**src/rtl/rv_periph_pkg.sv**
```systemverilog
// rv_periph_pkg
//   Definitions shared by the memory-mapped peripherals of the RV32I SoC:
//   bus field widths, the bus request bundle, the GPI register offsets and
//   a helper that decides whether a byte address selects a given word
//   register.
package rv_periph_pkg;

    localparam int BUS_AW = 5;
    localparam int BUS_DW = 32;

    typedef logic [BUS_AW-1:0] bus_addr_t;
    typedef logic [BUS_DW-1:0] bus_data_t;

    // One bus access as seen by a peripheral.
    typedef struct packed {
        logic      ce;
        logic      wr_en;
        bus_addr_t addr;
        bus_data_t wdata;
    } bus_req_t;

    // GPI register byte offsets.
    localparam bus_addr_t GPI_CFG  = 5'h00;
    localparam bus_addr_t GPI_IDR  = 5'h04;
    localparam bus_addr_t GPI_EN   = 5'h08;
    localparam bus_addr_t GPI_PEND = 5'h0C;
    localparam bus_addr_t GPI_RAW  = 5'h10;

    // Registers are word aligned, so byte-lane bits [1:0] never take part
    // in the decode.
    function automatic logic reg_sel(input bus_addr_t a, input bus_addr_t off);
        return a[BUS_AW-1:2] == off[BUS_AW-1:2];
    endfunction

endpackage

```
**src/rtl/gpi_debounce_bit.sv**
```systemverilog
// gpi_debounce_bit
//   Conditions one asynchronous input pin: two-flop synchroniser followed by
//   a counting debouncer. The debounced value only follows the synchronised
//   value after it has disagreed for neff consecutive cycles.
// Ports:
//   clk, reset : system clock, synchronous active-high reset
//   pin        : asynchronous external input
//   cnt_clr    : clears the debounce counter (debounced value is kept)
//   neff       : effective threshold, must be >= 1
//   sync       : second synchroniser stage (pre-debounce value)
//   stable     : debounced value
//   rise, fall : single-cycle pulses, high in the cycle whose rising edge
//                updates stable 0->1 / 1->0
module gpi_debounce_bit #(
    parameter int CNT_W = 16
) (
    input  logic             clk,
    input  logic             reset,
    input  logic             pin,
    input  logic             cnt_clr,
    input  logic [CNT_W-1:0] neff,
    output logic             sync,
    output logic             stable,
    output logic             rise,
    output logic             fall
);

    logic             meta_reg;
    logic             sync_reg;
    logic             stable_reg;
    logic [CNT_W-1:0] cnt_reg;
    logic [CNT_W:0]   cnt_inc;
    logic             differ;
    logic             hit;

    // One extra bit keeps the compare exact even at the top of the range.
    assign cnt_inc = {1'b0, cnt_reg} + {{CNT_W{1'b0}}, 1'b1};
    assign differ  = sync_reg != stable_reg;
    // A counter clear in the same cycle also cancels the update, so the
    // edge pulses stay consistent with what stable actually does.
    assign hit     = !cnt_clr && differ && (cnt_inc >= {1'b0, neff});

    always_ff @(posedge clk) begin
        if (reset) begin
            meta_reg   <= 1'b0;
            sync_reg   <= 1'b0;
            stable_reg <= 1'b0;
            cnt_reg    <= '0;
        end else begin
            meta_reg <= pin;
            sync_reg <= meta_reg;
            if (cnt_clr || !differ) begin
                cnt_reg <= '0;
            end else if (hit) begin
                stable_reg <= sync_reg;
                cnt_reg    <= '0;
            end else begin
                cnt_reg <= cnt_inc[CNT_W-1:0];
            end
        end
    end

    assign sync   = sync_reg;
    assign stable = stable_reg;
    assign rise   = hit &  sync_reg;
    assign fall   = hit & ~sync_reg;

endmodule

```
**src/rtl/gpi_input_ctrl.sv**
```systemverilog
// gpi_input_ctrl
//   Bus-attached conditioner for the general-purpose input port. Each pin is
//   synchronised and debounced; edges of the debounced value are latched into
//   write-1-to-clear pending flags and a registered level interrupt is raised
//   while any enabled flag is pending.
// Registers (byte offsets, bits [1:0] ignored):
//   0x00 CFG  RW    [CNT_W-1:0] debounce threshold (0 behaves as 1)
//   0x04 IDR  RO    [WIDTH-1:0] debounced value
//   0x08 EN   RW    [WIDTH-1:0] rise enables, [2*WIDTH-1:WIDTH] fall enables
//   0x0C PEND R/W1C same layout as EN
//   0x10 RAW  RO    synchronised, pre-debounce value
//   others read 0, writes ignored
// Ports:
//   clk, reset : system clock, synchronous active-high reset
//   ce, wr_en  : bus select and direction (1 = write)
//   addr, wdata: bus address and write data
//   rdata      : combinational read data, 0 unless ce & ~wr_en
//   InPort     : asynchronous external pins
//   irq        : level interrupt, active-high
module gpi_input_ctrl
    import rv_periph_pkg::*;
#(
    parameter int               WIDTH      = 4,
    parameter int               CNT_W      = 16,
    parameter logic [CNT_W-1:0] DB_DEFAULT = 16'd1000
) (
    input  logic             clk,
    input  logic             reset,
    input  logic             ce,
    input  logic             wr_en,
    input  logic [4:0]       addr,
    input  logic [31:0]      wdata,
    output logic [31:0]      rdata,
    input  logic [WIDTH-1:0] InPort,
    output logic             irq
);

    bus_req_t           req;
    logic               wr_acc;
    logic               cfg_wr;
    logic               en_wr;
    logic               pend_wr;

    logic [CNT_W-1:0]   cfg_reg;
    logic [2*WIDTH-1:0] en_reg;
    logic [2*WIDTH-1:0] pend_reg;
    logic [2*WIDTH-1:0] pend_next;
    logic [2*WIDTH-1:0] pend_clr;
    logic               irq_reg;
    logic [CNT_W-1:0]   neff;

    logic [WIDTH-1:0]   sync_vec;
    logic [WIDTH-1:0]   stable_vec;
    logic [WIDTH-1:0]   rise_vec;
    logic [WIDTH-1:0]   fall_vec;

    // Byte-lane address bits and the upper write-data bits carry no meaning
    // here; folding them keeps the whole bus visibly consumed.
    logic               unused_bus;
    assign unused_bus = ^{req.addr[1:0], req.wdata};

    assign req     = '{ce: ce, wr_en: wr_en, addr: addr, wdata: wdata};
    assign wr_acc  = req.ce && req.wr_en;
    assign cfg_wr  = wr_acc && reg_sel(req.addr, GPI_CFG);
    assign en_wr   = wr_acc && reg_sel(req.addr, GPI_EN);
    assign pend_wr = wr_acc && reg_sel(req.addr, GPI_PEND);

    // A threshold of 0 would never let the counter match; treat it as 1.
    assign neff = (cfg_reg == '0) ? CNT_W'(1) : cfg_reg;

    genvar gi;
    generate
        for (gi = 0; gi < WIDTH; gi++) begin : g_bit
            gpi_debounce_bit #(
                .CNT_W(CNT_W)
            ) u_db (
                .clk    (clk),
                .reset  (reset),
                .pin    (InPort[gi]),
                .cnt_clr(cfg_wr),
                .neff   (neff),
                .sync   (sync_vec[gi]),
                .stable (stable_vec[gi]),
                .rise   (rise_vec[gi]),
                .fall   (fall_vec[gi])
            );
        end
    endgenerate

    // Clear first, then OR in new edges: a set in the same cycle as a
    // write-1-to-clear of that bit survives.
    assign pend_clr  = pend_wr ? req.wdata[2*WIDTH-1:0] : '0;
    assign pend_next = (pend_reg & ~pend_clr) | ({fall_vec, rise_vec} & en_reg);

    always_ff @(posedge clk) begin
        if (reset) begin
            cfg_reg  <= DB_DEFAULT;
            en_reg   <= '0;
            pend_reg <= '0;
            irq_reg  <= 1'b0;
        end else begin
            if (cfg_wr) begin
                cfg_reg <= req.wdata[CNT_W-1:0];
            end
            if (en_wr) begin
                en_reg <= req.wdata[2*WIDTH-1:0];
            end
            pend_reg <= pend_next;
            irq_reg  <= |(pend_reg & en_reg);
        end
    end

    assign irq = irq_reg;

    always_comb begin
        rdata = '0;
        if (req.ce && !req.wr_en) begin
            if (reg_sel(req.addr, GPI_CFG)) begin
                rdata = 32'(cfg_reg);
            end else if (reg_sel(req.addr, GPI_IDR)) begin
                rdata = 32'(stable_vec);
            end else if (reg_sel(req.addr, GPI_EN)) begin
                rdata = 32'(en_reg);
            end else if (reg_sel(req.addr, GPI_PEND)) begin
                rdata = 32'(pend_reg);
            end else if (reg_sel(req.addr, GPI_RAW)) begin
                rdata = 32'(sync_vec);
            end
        end
    end

endmodule

```
**config.mk**
```make
export PLATFORM = sky130hd
export DESIGN_NAME = gpi_input_ctrl
export DESIGN_NICKNAME = d
export VERILOG_FILES = /design/src/rtl/rv_periph_pkg.sv /design/src/rtl/gpi_debounce_bit.sv /design/src/rtl/gpi_input_ctrl.sv
export SDC_FILE = /design/constraint.sdc
export NUM_CORES = 1
export LEC_CHECK = 0
export BUFFER_PORTS_ARGS = -buffer_cell sky130_fd_sc_hd__buf_2
export CAP_MARGIN = 20
export CORE_UTILIZATION = 45
export DETAILED_ROUTE_END_ITERATION = 8
export GPL_TIMING_DRIVEN = 1
export SLEW_MARGIN = 10
export SYNTH_ARGS = -nofsm -noshare
export SYNTH_HDL_FRONTEND = slang
export SYNTH_SLANG_ARGS = --single-unit
```
**constraint.sdc**
```tcl
create_clock -name clk -period 6.85 [get_ports clk]
set_clock_uncertainty 0.2 [all_clocks]
set_input_delay 1.0275 -clock clk [delete_from_list [all_inputs] [get_ports clk]]
set_output_delay 1.0275 -clock clk [all_outputs]
set_load 0.01 [all_outputs]
```
---- Yosys cells after proc, flatten, opt, wreduce, memory -nomap -nowiden ----
Index checks and enable logic that the tools add are counted.
operators by class
  add/subtract/negate cells ............... 4
  order comparisons ....................... 4
  eq/ne operators ......................... 8
  muxes and demuxes ....................... 8
  bitwise gates (word level) .............. 21
  reductions and logical operators ........ 34
operator list
  cell                                                              count
  16-bit by 1-bit adder with 17-bit output (second input constant)  4
  17-bit by 16-bit greater-or-equal comparator with 1-bit output    4
  16-bit two-way mux                                                3
  8-bit two-way mux                                                 4
  8-bit bitwise AND                                                 3
  16-bit zero test                                                  1
  1-bit logical AND                                                 13
  3-bit OR reduction                                                4
  1-bit bitwise AND                                                 8
  1-bit NOT                                                         8
  8-bit NOT                                                         1
  8-bit OR                                                          1
  2-bit AND reduction                                               4
  8-bit OR reduction                                                1
  3-bit by 2-bit == test with 1-bit output (second input constant)  2
  1-bit zero test                                                   6
  1-bit logical OR                                                  4
  4-bit two-way mux                                                 1
  1-bit != test                                                     4
  3-bit by 1-bit == test with 1-bit output (second input constant)  1
  3-bit == test (second input constant)                             1
  3-bit zero test                                                   1
word-level totals
  register bits ........................... 109
  output and inout bits ................... 33
  logic and storage cells ................. 99

---- Depth between registers and ports, before layout ----
  depth after elaboration ................. 8
  mapped depth ............................ 13
  depth with buffers taken out ............ 12

---- Cells and area by module ----
Synthesis repeated with hierarchy kept, for this count alone.
second synthesis, totals
  cell total of the unflattened synthesis .. 828
  area total of the unflattened synthesis .. 7039.3 um^2
modules (own cells, without submodules)
  module                                instances  cells an instance  area each (um^2)  sequential area each (um^2)
  gpi_debounce_bit (g_bit[0].u_db ...)  3          145                1251.2            380.4
  gpi_input_ctrl                        1          253                2014.4            660.6
  gpi_debounce_bit (g_bit[3].u_db)      1          140                1271.2            380.4

---- Worst setup path before layout ----
Ideal clock, no wire load.
  path kind ............................... in2out
  from .................................... in addr[2]
  to ...................................... out rdata[0]
  data arrival time ....................... 2.163 ns
  slack ................................... 3.460 ns
  stages .................................. 6
  buffers on the path ..................... 2
  cell sequence ........................... buf_2 -> buf_1 -> mux2i_1 -> o21ai_0 -> o21ai_0 -> nor3_1
between the ends
  cells in the longest elaborated chain, start to end .. 7
ends and longest elaborated chain
  what                    line                   text
  start, declared         gpi_input_ctrl.sv:31   input logic [4:0] addr,
  3-bit == test           rv_periph_pkg.sv:32    return a[BUS_AW-1:2] == off[BUS_AW-1:2];
  4-bit two-way mux       gpi_input_ctrl.sv:126  end else if (reg_sel(req.addr, GPI_RAW)) begin
  8-bit two-way mux       gpi_input_ctrl.sv:124  end else if (reg_sel(req.addr, GPI_PEND)) begin
  8-bit two-way mux       gpi_input_ctrl.sv:122  end else if (reg_sel(req.addr, GPI_EN)) begin
  8-bit two-way mux       gpi_input_ctrl.sv:120  end else if (reg_sel(req.addr, GPI_IDR)) begin
  16-bit two-way mux (*)  gpi_input_ctrl.sv:118  if (reg_sel(req.addr, GPI_CFG)) begin
  16-bit two-way mux (*)  gpi_input_ctrl.sv:117  if (req.ce && !req.wr_en) begin
  end, declared           gpi_input_ctrl.sv:33   output logic [31:0] rdata,
Every way passes the cells marked *; elsewhere a longest branch is shown, timed or not.

---- Worst setup path after layout ----
  from .................................... reg g_bit[2].u_db.cnt_reg[0]
  to ...................................... reg g_bit[2].u_db.cnt_reg[13]
between the ends
  cells in the longest elaborated chain, start to end .. 4
ends and longest elaborated chain
  what                                                            line                    text
  start, declared                                                 gpi_debounce_bit.sv:31  logic [CNT_W-1:0] cnt_reg;
  start signal, assigned                                          gpi_debounce_bit.sv:58  cnt_reg <= cnt_inc[CNT_W-1:0];
  16-bit by 1-bit adder with 17-bit output                        gpi_debounce_bit.sv:37  assign cnt_inc = {1'b0, cnt_reg} + {{CNT_W{1'b0}}, 1'b1};
  named net g_bit[2].u_db.cnt_inc[14]                             gpi_debounce_bit.sv:32  logic [CNT_W:0] cnt_inc;
  17-bit by 16-bit greater-or-equal comparator with 1-bit output  gpi_debounce_bit.sv:41  assign hit = !cnt_clr && differ && (cnt_inc >= {1'b0, neff});
  1-bit logical AND                                               gpi_debounce_bit.sv:41
  3-bit OR reduction (no source line)                             --
The timed path passes the listed nets, and every way through them passes these cells.
A chain may end at the register's enable or synchronous reset.

==> metrics.yaml <==
setup_path:
  critPathBufInv: 0
  cp.depth: 12
  cpPeakStageDelay_ns: 0.70
  crit_path_top_delay_cell: "nand3b_1"
  cpMostUsedCell: "ha_1"
  worstSetupStartpointType: "flip-flop"
  rr_startpoint: "g_bit[2].u_db.cnt_reg[0]"
  crit_type: "reg2reg"
  critical_path.cell_chain: "ha_1 > nand4_1 > nor3_2 > and3_1 > xor2_1 > ha_1 > a21o_1 > a21oi_1 > o21ai_0 > nand4b_1 > nand3b_1 > nor2b_1"
  rr_worst_depth: 12
  cp.required_ns: 6.93
  r2r_slack_ns: 2.90
  reg2reg_to: "g_bit[2].u_db.cnt_reg[13]"
  cp_top_family: "simple AND/OR/NAND/NOR gates"
  cp-startpoint: "g_bit[2].u_db.cnt_reg[0]"
  setup.worst_path.end: "g_bit[2].u_db.cnt_reg[13]"
  critPathArrivalTime_ns: 4.03
  endpoint_kind: "flip-flop"
  critPathMaxFanout: 16
route:
  routed_via_density: 5.41
  via_count: 5226
  antenna_left: 0
  drc: 0
  wl_um: 15800
  wl_per_cell_um: 16.3
  dr.pass1.iters: 4
  drtIter0Drc: 233
layout:
  fin_util_pct: 50.8
  largest_reg_flops: 64
  most-common-layout-cells: "dfxtp_1, nand2_1, ha_1, nor2_1, nor2b_1"
  final_cell_count_no_fill: 966
  antenna_cells: 0
  syn_to_final_growth_pct: 9.66
  drive_gt1_share_pct: 12.1
  mostFrequentLayoutCell: "dfxtp_1"
  fin_nets: 894
yosys:
  ys_seq_elements: 109
  syn_inst: 748
  synth-edff-count: 0
  async_flop_share_pct: 0
  yosysUniqueCellTypes: 59
  netlist_area_um2: 6490
  yosysSeqAreaShare_pct: 33.6
  yosysTopAreaCell: "dfxtp_1"
  ys_warn_count: 0
  synth_top_area_share_pct: 33.6
  syn_avg_cell_area_um2: 8.67
  yosys-top-cells-area: "dfxtp_1, ha_1, xnor2_1, nor2b_1, nand2_1"
  synth_flop_cell: "dfxtp_1"
timing:
  rsz0062_at_grt: "false"
  setup_violations: 0
  tightest_slew_ns: 0.823
  setup_tns_ns: 0
  slew_violations: 0
  fin_crit_sh_pct: 57.6
  hold_viol: 0
  max_freq_mhz: 253
  fin_ws_ns: 2.90
  final.min_clock_period_ns: 3.95
  slew_headroom_pct: 45.2
  whs_ns: 0.241
clocking:
  ctsHoldBuffers: 0
  post_cts_buffers: 0
  cts_made_buffers: 9
  cts_max_level: 3
  clk_pin_slew_ns: 0.07
  clockRootBuffer: "clkbuf_16"
  clock_latency_ns: 0.36
  cts_tree: "done"
  cts_resized: 0
  cts_sinks: 109
  clockBufferDepth: 2
min_path:
  worstHoldStart: "g_bit[3].u_db.meta_reg"
  min_path_type: "reg2reg"
placement:
  place_inst: 950
  portBuffers: 43
  place_congestion: 0.836
  pre_cts_ws_ns: 2.91
  hpwl_um: 12000
die:
  core-area_um2: 14000
  initial_core_util_pct: 46.4
  die_h_um: 122
  die_w_um: 122
  num_rows: 43
  die_area_um2: 14900
  io_pins: 78
global_route:
  grt_overflow: 0
  antenna_found_initial: 0
  grt_use_total_pct: 22.4
  grt_max_degree: 33
  grt_pass1_wl_um: 25400
  grt_pass1_vias: 5061
power:
  power_density_nw_per_um2: 181
  leakagePower_nw: 2.99
  ir_worst_vdd_mv: 0.161
run_status:
  status: "completed"
run:
  max_cap_violations: 0
==> area by class of cell <==
class | count | area [um2]
clock buffers | 10 | 239
inverters | 32 | 120
multi-input cells | 584 | 4020
repair buffers | 45 | 230
clock inverters | 6 | 93.8
flip-flops and latches | 109 | 2180
fillers | 1379 | 6880
well taps | 180 | 225
==> synthesized netlist by cell type (17+ instances only) <==
cell	count
nand2_1	75
nor2b_1	50
nand3_1	32
ha_1	68
inv_1	32
nor2_1	51
nand4_1	23
a21oi_1	37
buf_4	17
o21ai_0	19
xor2_1	20
xnor2_1	37
dfxtp_1	109
==> cells by family after synthesis <==
group | Yosys count | synth area share (%)
other cells | 1 | 0.0578
compound gates | 110 | 11.1
mux | 19 | 3.01
fa+ha+maj | 68 | 13.1
flops | 109 | 33.6
xor+xnor | 57 | 7.70
buf+inv | 70 | 5.30
simple gates | 314 | 26.1
==> metrics by stage <==
stage                     cell area, um2  total power [W]
after global placement              6780         0.000719
final                               7110          0.00129
after detailed placement            6780         0.000721
after CTS                           7110          0.00131
after floorplan                     6540         0.000704
after global routing                7110          0.00134
==> how the worst min path moves through the flow <==
stage / end / slack, ns / cells past startpoint
floorplan: g_bit[0].u_db.sync / 0.21 / 1
global placement: g_bit[2].u_db.sync / 0.22 / 1
detailed placement: g_bit[0].u_db.sync / 0.23 / 1
CTS: g_bit[0].u_db.sync / 0.25 / 1
global route: g_bit[2].u_db.sync / 0.26 / 1
finish: g_bit[3].u_db.sync / 0.24 / 1
==> per-layer routing <==
layer  track usage (%)  routed length (um)
met5                 0                   0
met4              7.55                 271
met3              4.92                 489
met2              38.3                7660
met1              27.6                7370
==> power breakdown <==
group	internal (W)	switching [W]	leakage [nW]
registers	0.000638	0.00000459	0.880
clock network	0.000334	0.000248	0.165
logic	0.0000209	0.0000425	1.94
Power figures use the tool's default switching activity.
